===== config.mk =====
export PLATFORM = sky130hd
export DESIGN_NAME = mul_sequencer
export DESIGN_NICKNAME = d
export VERILOG_FILES = /design/src/rtl/mul_sequencer.sv
export SDC_FILE = /design/constraint.sdc
export NUM_CORES = 1
export LEC_CHECK = 0
export BUFFER_PORTS_ARGS = -buffer_cell sky130_fd_sc_hd__buf_2
export CAP_MARGIN = 20
export CORE_ASPECT_RATIO = 1.5
export CORE_MARGIN = 2
export CORE_UTILIZATION = 50
export CTS_BUF_LIST = sky130_fd_sc_hd__clkbuf_2 sky130_fd_sc_hd__clkbuf_4 sky130_fd_sc_hd__clkbuf_8
export DETAILED_ROUTE_END_ITERATION = 8
export PLACE_DENSITY_LB_ADDON = 0.12
export SYNTH_ARGS = -nofsm -noshare
export SYNTH_HDL_FRONTEND = slang
export SYNTH_SLANG_ARGS = --single-unit

===== constraint.sdc =====
create_clock -name clk -period 4.3 [get_ports clk]
set_input_delay 0.645 -clock clk [delete_from_list [all_inputs] [get_ports clk]]
set_output_delay 0.645 -clock clk [all_outputs]
set_load 0.02 [all_outputs]

===== src/rtl/mul_sequencer.sv =====
// Sequencer for an external 8x8 multiplier: accepts an operand pair, pulses the
// multiplier start, waits MUL_LATENCY cycles and hands the product to a
// ready/valid consumer. Define MUL_ACC_EN to add a saturating accumulator.
`timescale 1ns/1ps

module mul_sequencer #(
  parameter int unsigned MUL_LATENCY = 9,
  parameter int unsigned ACC_W       = 24
) (
  input  logic             clk,
  input  logic             areset,
  input  logic             in_valid,
  output logic             in_ready,
  input  logic [7:0]       in_a,
  input  logic [7:0]       in_b,
  output logic [7:0]       mul_a,
  output logic [7:0]       mul_b,
  output logic             mul_start,
  input  logic [15:0]      mul_product,
  output logic             out_valid,
  input  logic             out_ready,
  output logic [ACC_W-1:0] out_data
`ifdef MUL_ACC_EN
  ,
  input  logic             acc_clear
`endif
);

  // Wide enough to hold MUL_LATENCY-1.
  localparam int unsigned CNT_W = (MUL_LATENCY > 1) ? $clog2(MUL_LATENCY) : 1;

  typedef enum logic [1:0] {
    IDLE  = 2'd0,
    START = 2'd1,
    WAIT  = 2'd2,
    DONE  = 2'd3
  } state_e;

  state_e             state_q, state_d;
  logic [CNT_W-1:0]   cnt_q, cnt_d;
  logic [7:0]         mul_a_q, mul_a_d;
  logic [7:0]         mul_b_q, mul_b_d;
  logic               mul_start_q, mul_start_d;
  logic [ACC_W-1:0]   out_data_q, out_data_d;
  logic               accept;
  logic               capture;
  logic [ACC_W-1:0]   result;

  assign accept  = (state_q == IDLE) && in_valid;
  assign capture = (state_q == WAIT) && (cnt_q == '0);

  // ---------------------------------------------------------------------------
  // FSM: state register
  // ---------------------------------------------------------------------------
  always_ff @(posedge clk) begin
    // NOTE: sequential state uses non-blocking assignments so every flop
    // samples the pre-edge values regardless of statement order.
    if (areset) begin
      state_q <= IDLE;
    end else begin
      state_q <= state_d;
    end
  end

  // ---------------------------------------------------------------------------
  // FSM: next-state logic
  // ---------------------------------------------------------------------------
  always_comb begin
    // NOTE: default assignment first so no path leaves state_d unassigned,
    // which would otherwise infer a latch.
    state_d = state_q;
    unique case (state_q)
      IDLE:    if (in_valid)  state_d = START;
      START:                  state_d = WAIT;
      WAIT:    if (capture)   state_d = DONE;
      DONE:    if (out_ready) state_d = IDLE;
      default:                state_d = IDLE;
    endcase
  end

  // ---------------------------------------------------------------------------
  // FSM: outputs. in_ready depends only on state and reset, never on out_ready.
  // ---------------------------------------------------------------------------
  always_comb begin
    in_ready  = (state_q == IDLE) && !areset;
    out_valid = (state_q == DONE);
    mul_start = mul_start_q;
    mul_a     = mul_a_q;
    mul_b     = mul_b_q;
    out_data  = out_data_q;
  end

  // ---------------------------------------------------------------------------
  // Result path
  // ---------------------------------------------------------------------------
`ifdef MUL_ACC_EN
  logic [ACC_W-1:0] acc_q, acc_d;
  logic [ACC_W:0]   acc_sum;

  // Assumes ACC_W >= 16 so the raw product always fits the accumulator.
  always_comb begin
    acc_sum = {1'b0, acc_q} + (ACC_W+1)'(mul_product);
    result  = acc_sum[ACC_W] ? '1 : acc_sum[ACC_W-1:0];
    if (acc_clear) begin
      result = ACC_W'(mul_product);
    end
    acc_d = acc_q;
    if (capture) begin
      acc_d = result;
    end else if (acc_clear) begin
      acc_d = '0;
    end
  end

  always_ff @(posedge clk) begin
    if (areset) begin
      acc_q <= '0;
    end else begin
      acc_q <= acc_d;
    end
  end
`else
  always_comb begin
    result = ACC_W'(mul_product);
  end
`endif

  // ---------------------------------------------------------------------------
  // Datapath next-state: operands, start pulse, latency counter, result
  // ---------------------------------------------------------------------------
  always_comb begin
    mul_a_d     = mul_a_q;
    mul_b_d     = mul_b_q;
    mul_start_d = 1'b0;
    cnt_d       = cnt_q;
    out_data_d  = out_data_q;

    // Operands are captured once and held until the next acceptance.
    if (accept) begin
      mul_a_d     = in_a;
      mul_b_d     = in_b;
      mul_start_d = 1'b1;
    end

    if (state_q == START) begin
      cnt_d = CNT_W'(MUL_LATENCY - 1);
    end else if ((state_q == WAIT) && (cnt_q != '0)) begin
      cnt_d = cnt_q - 1'b1;
    end

    if (capture) begin
      out_data_d = result;
    end
  end

  always_ff @(posedge clk) begin
    // NOTE: all datapath registers are small flops, so each gets an explicit
    // reset value; an aborted operation leaves nothing behind.
    if (areset) begin
      mul_a_q     <= '0;
      mul_b_q     <= '0;
      mul_start_q <= 1'b0;
      cnt_q       <= '0;
      out_data_q  <= '0;
    end else begin
      mul_a_q     <= mul_a_d;
      mul_b_q     <= mul_b_d;
      mul_start_q <= mul_start_d;
      cnt_q       <= cnt_d;
      out_data_q  <= out_data_d;
    end
  end

endmodule

# == Word-level counts from Yosys, hierarchy flattened ==
# Index checks and enable logic that the tools add are counted.
# word_totals
inputBits,36
elab_cells,32
out_inout_bits,43
regBits,39
# classes
muxes,7
n_eq_ne,6
reduce_logical,11
add_sub_neg,1
# ops
operator,n
4-bit 2-to-1 mux,2
2-bit case mux with 4 select lines,1
2-bit 2-to-1 mux,3
"2-bit == test, second input constant",2
1-bit logical AND,4
4-bit logical NOT,1
"2-bit inequality test, second input constant",2
4-bit nonzero test,1
"4-bit by 1-bit subtractor with 4-bit output, second input constant",1
3-bit AND reduction,1
"2-bit by 1-bit == test with 1-bit output, second input constant",1
2-bit logical NOT,1
"2-bit by 1-bit inequality test with 1-bit output, second input constant",1
2-bit nonzero test,1
2-bit OR reduction,1
1-bit logical NOT,1
1-bit 2-to-1 mux,1

# == Depth between registers and ports, before layout ==
# depth
ltp_word,4
ltp_mapped,8
mapped_depth_nobuf,5

# == Worst setup path before layout ==
# Ideal clock, no wire load.
# synth_path
kind,register to register
start,register cnt_q[0]
end,register state_q[0]
synth_period_minus_slack_ps,1657
slack_ps,2643
setup_ps,72
path_buffers,1
t_required_ps,4228
stages_incl_launch_ff,7
arrival_time_ps,1585
path_cell_list,dfxtp_1 -> inv_1 -> ha_1 -> or3b_1 -> buf_2 -> a222oi_1 -> mux2i_1
# synth_between
elab_chain_len,4
# synth_rtl
item,line_no,rtl
start: declaration,40,"logic [CNT_W-1:0] cnt_q, cnt_d;"
start signal: assignment,169,cnt_q <= cnt_d;
4-bit logical NOT,50,assign capture = (state_q == WAIT) && (cnt_q == '0);
1-bit logical AND,50,
2-bit inequality test (no source line),n/a,
3-bit AND reduction (no source line),n/a,
end signal: assignment,61,state_q <= state_d;
end: declaration,39,"state_e state_q, state_d;"
# Every way passes these cells.
# A chain may end at the register's enable or synchronous reset.

# == Final worst setup path ==
# layout_path
start,input areset
end,output in_ready
# layout_between
elab_chain_len,2
# layout_rtl
item,line_no,rtl
start: declaration,11,"input logic areset,"
1-bit logical NOT,85,in_ready = (state_q == IDLE) && !areset;
1-bit logical AND,85,
end: declaration,13,"output logic in_ready,"
# Every way passes these cells.

==> metrics.cfg <==
[sta]
max_slew.worst_pin.slew_ns=0.658
rsz0062_at_grt=false
final-setup-viol-count=0
finalCritPeriodShare_pct=49.2
slew_headroom_pct=56.1
max_freq_mhz=473
layout_min_cycle_time_ns=2.11
final_max_slew_viol_count=0
fin_skew_ns=0.00386
final.setup.tns_ns=0
hold_viol_final=0

[place]
dp_hpwl_um=2390
port_buffers=70
dp.cells=293
gp_congestion=0.733

[floorplan]
initial_utilization_pct=51.6
rows=25
die_y_um=73.3
dieWidth_um=50.2
io-pin-count=79
core_um2=3100
die-area_um2=3680

[layout]
n_antenna_cell=0
final_cell_mix=buf_2 (70), nand2_1 (65), dfxtp_1 (39), a21oi_1 (34), conb_1 (8)
final_common_cell=buf_2
drive_gt1_share_pct=30.9
finish.utilization_pct=64.2
fillers=305
syn2layout_area_growth_pct=24.4
stdcell_count=299
fin_nets=302

[worst_setup_path]
critical_path_peak_fanout=39
crit_path_start_kind=input pin
crit_type=input pin to primary output
cpPeakStageDelay_ns=0.51
timing.critical_path.mode_cell=buf_2
worstPathArrival_ns=1.47
crit_required_ns=3.65
crit_chain=buf_2 -> nor2b_1 -> buf_2
crit_path_top_delay_cell=buf_2
worstSetupEndpointType=primary output

[synthesis]
synth_edf_count=0
synth_cell_type_count=29
netlist_area_um2=1600
synth_area_per_cell_um2=8.12
synth_top_area_cell=dfxtp_1
synthDominantCellAreaShare_pct=48.8
synth_area_leaders=dfxtp_1 (49%), nand2_1 (15%), a21oi_1 (11%)
ys_async_sr_fraction_pct=0
synth_seq_cells=39
synth_warnings=0
syn_inst=197
synthFlopType=dfxtp_1
ys_seq_area_share_pct=48.8

[route]
vias=1413
drtPass1Iterations=4
drc=0
drt-initial-drc-count=11
post_drt_wl_per_cell_um=11.1
via_per_inst=4.73
finalWirelength_um=3310
final_antenna_net_count=0

[pwr]
ir_drop_v=0.000372
p_leak_nw=0.945
power_per_cell_area_nw_per_um2=580

[cts]
post_cts_resized=0
hold_buffers=0
clock-sinks=39
root_buffer=clkbuf_8
clkLatencyLatePin_ns=0.28
htreeDepth=2
cts_tree=done
clkTransAtPathRegs_ns=0.06
clockBufferDepth=2
cts_buffers=5
post_cts_buffers=0

[grt]
grt_pass1_wl_um=5150
grt_pass1_vias=1237
antenna_found_initial=0
grtUsageTotal_pct=18.4
overflow=0
grt_max_degree=40

[worst_hold_path]
min_path_type=flip-flop to flip-flop

[run_status]
status=complete, no violations

[run]
cap_viol_max_count=0

## stage by stage
step	setup slack, ns	power (W)	instance area, um2	hold slack (ns)
3_5_place_dp	2.17	0.000941	1910	0.443
2_1_floorplan	2.64	0.000826	1630	0.482
4_1_cts	2.17	0.00117	1990	0.453
5_1_grt	2.08	0.00124	1990	0.465
3_3_place_gp	2.17	0.000935	1910	0.439
6_report	2.19	0.00115	1990	0.450
## cells by family after synthesis
family	synth area share, %
other	0.235
multiplexers	1.25
buffers and inverters	8.69
AND/OR/NAND/NOR	21.4
flip-flops	48.8
adder cells (fa/ha/maj)	4.69
AO/OA/AOI/OAI	14.3
XOR/XNOR	0.548
## state kept, by name (all words and copies together) (netlist names)
signal,flops
out_data,16
mul_start,1
state_q,2
mul_a,8
mul_b,8
cnt_q,4
## synthesized netlist by cell type (2+ instances only)
cell type and n:
a21oi_1 34, and2_1 2, buf_2 3, buf_4 8
clkbuf_1 10, dfxtp_1 39, ha_1 6, inv_1 7
mux2i_1 2, nand2_1 65, nand2b_1 3
## critical path: cells and delay by family
family,cells,cell delay [ns]
buffers and inverters,2,0.70
AND/OR/NAND/NOR,1,0.12
## final cells by class
cell class / instances / area (um2) / area share (%)
Sequential cell: 39 / 781 / 39.2
Tap cell: 40 / 50.0 / 2.52
Timing Repair Buffer: 70 / 350 / 17.6
Clock buffer: 6 / 76.3 / 3.84
Multi-Input combinational cell: 137 / 706 / 35.5
Inverter: 7 / 26.3 / 1.32
## where the power goes
group	total [W]	internal [W]	leakage [nW]	switching, W
sequential	0.000481	0.000438	0.318	0.0000429
clock	0.000227	0.000114	0.0406	0.000113
combinational	0.000446	0.000157	0.586	0.000289
## layer usage
| metal | share of wire [%] | track usage (%) | vias to the layer above |
|---|---|---|---|
| met4 | 1.7 | 8.33 | 0 |
| met2 | 53 | 32.7 | 37 |
| met1 | 38 | 18.9 | 631 |
| li1 | - | - | 740 |
| met3 | 6.6 | 6.71 | 5 |
| met5 | 0 | 0 | - |
## path summary, 6_finish.rpt
kind                            from  depth (start not counted)  slack, ns                        end
max                           areset                          3       2.19                   in_ready
min            mul_b[1]$_SDFFE_PP0P_                          2       0.45      mul_b[1]$_SDFFE_PP0P_
max reg2reg  state_q[0]$_SDFFE_PP0P_                          5       2.38  out_data[14]$_SDFFE_PP0P_
min reg2reg    mul_b[1]$_SDFFE_PP0P_                          2       0.45      mul_b[1]$_SDFFE_PP0P_
Note: power is estimated with default switching activity, not from simulation.
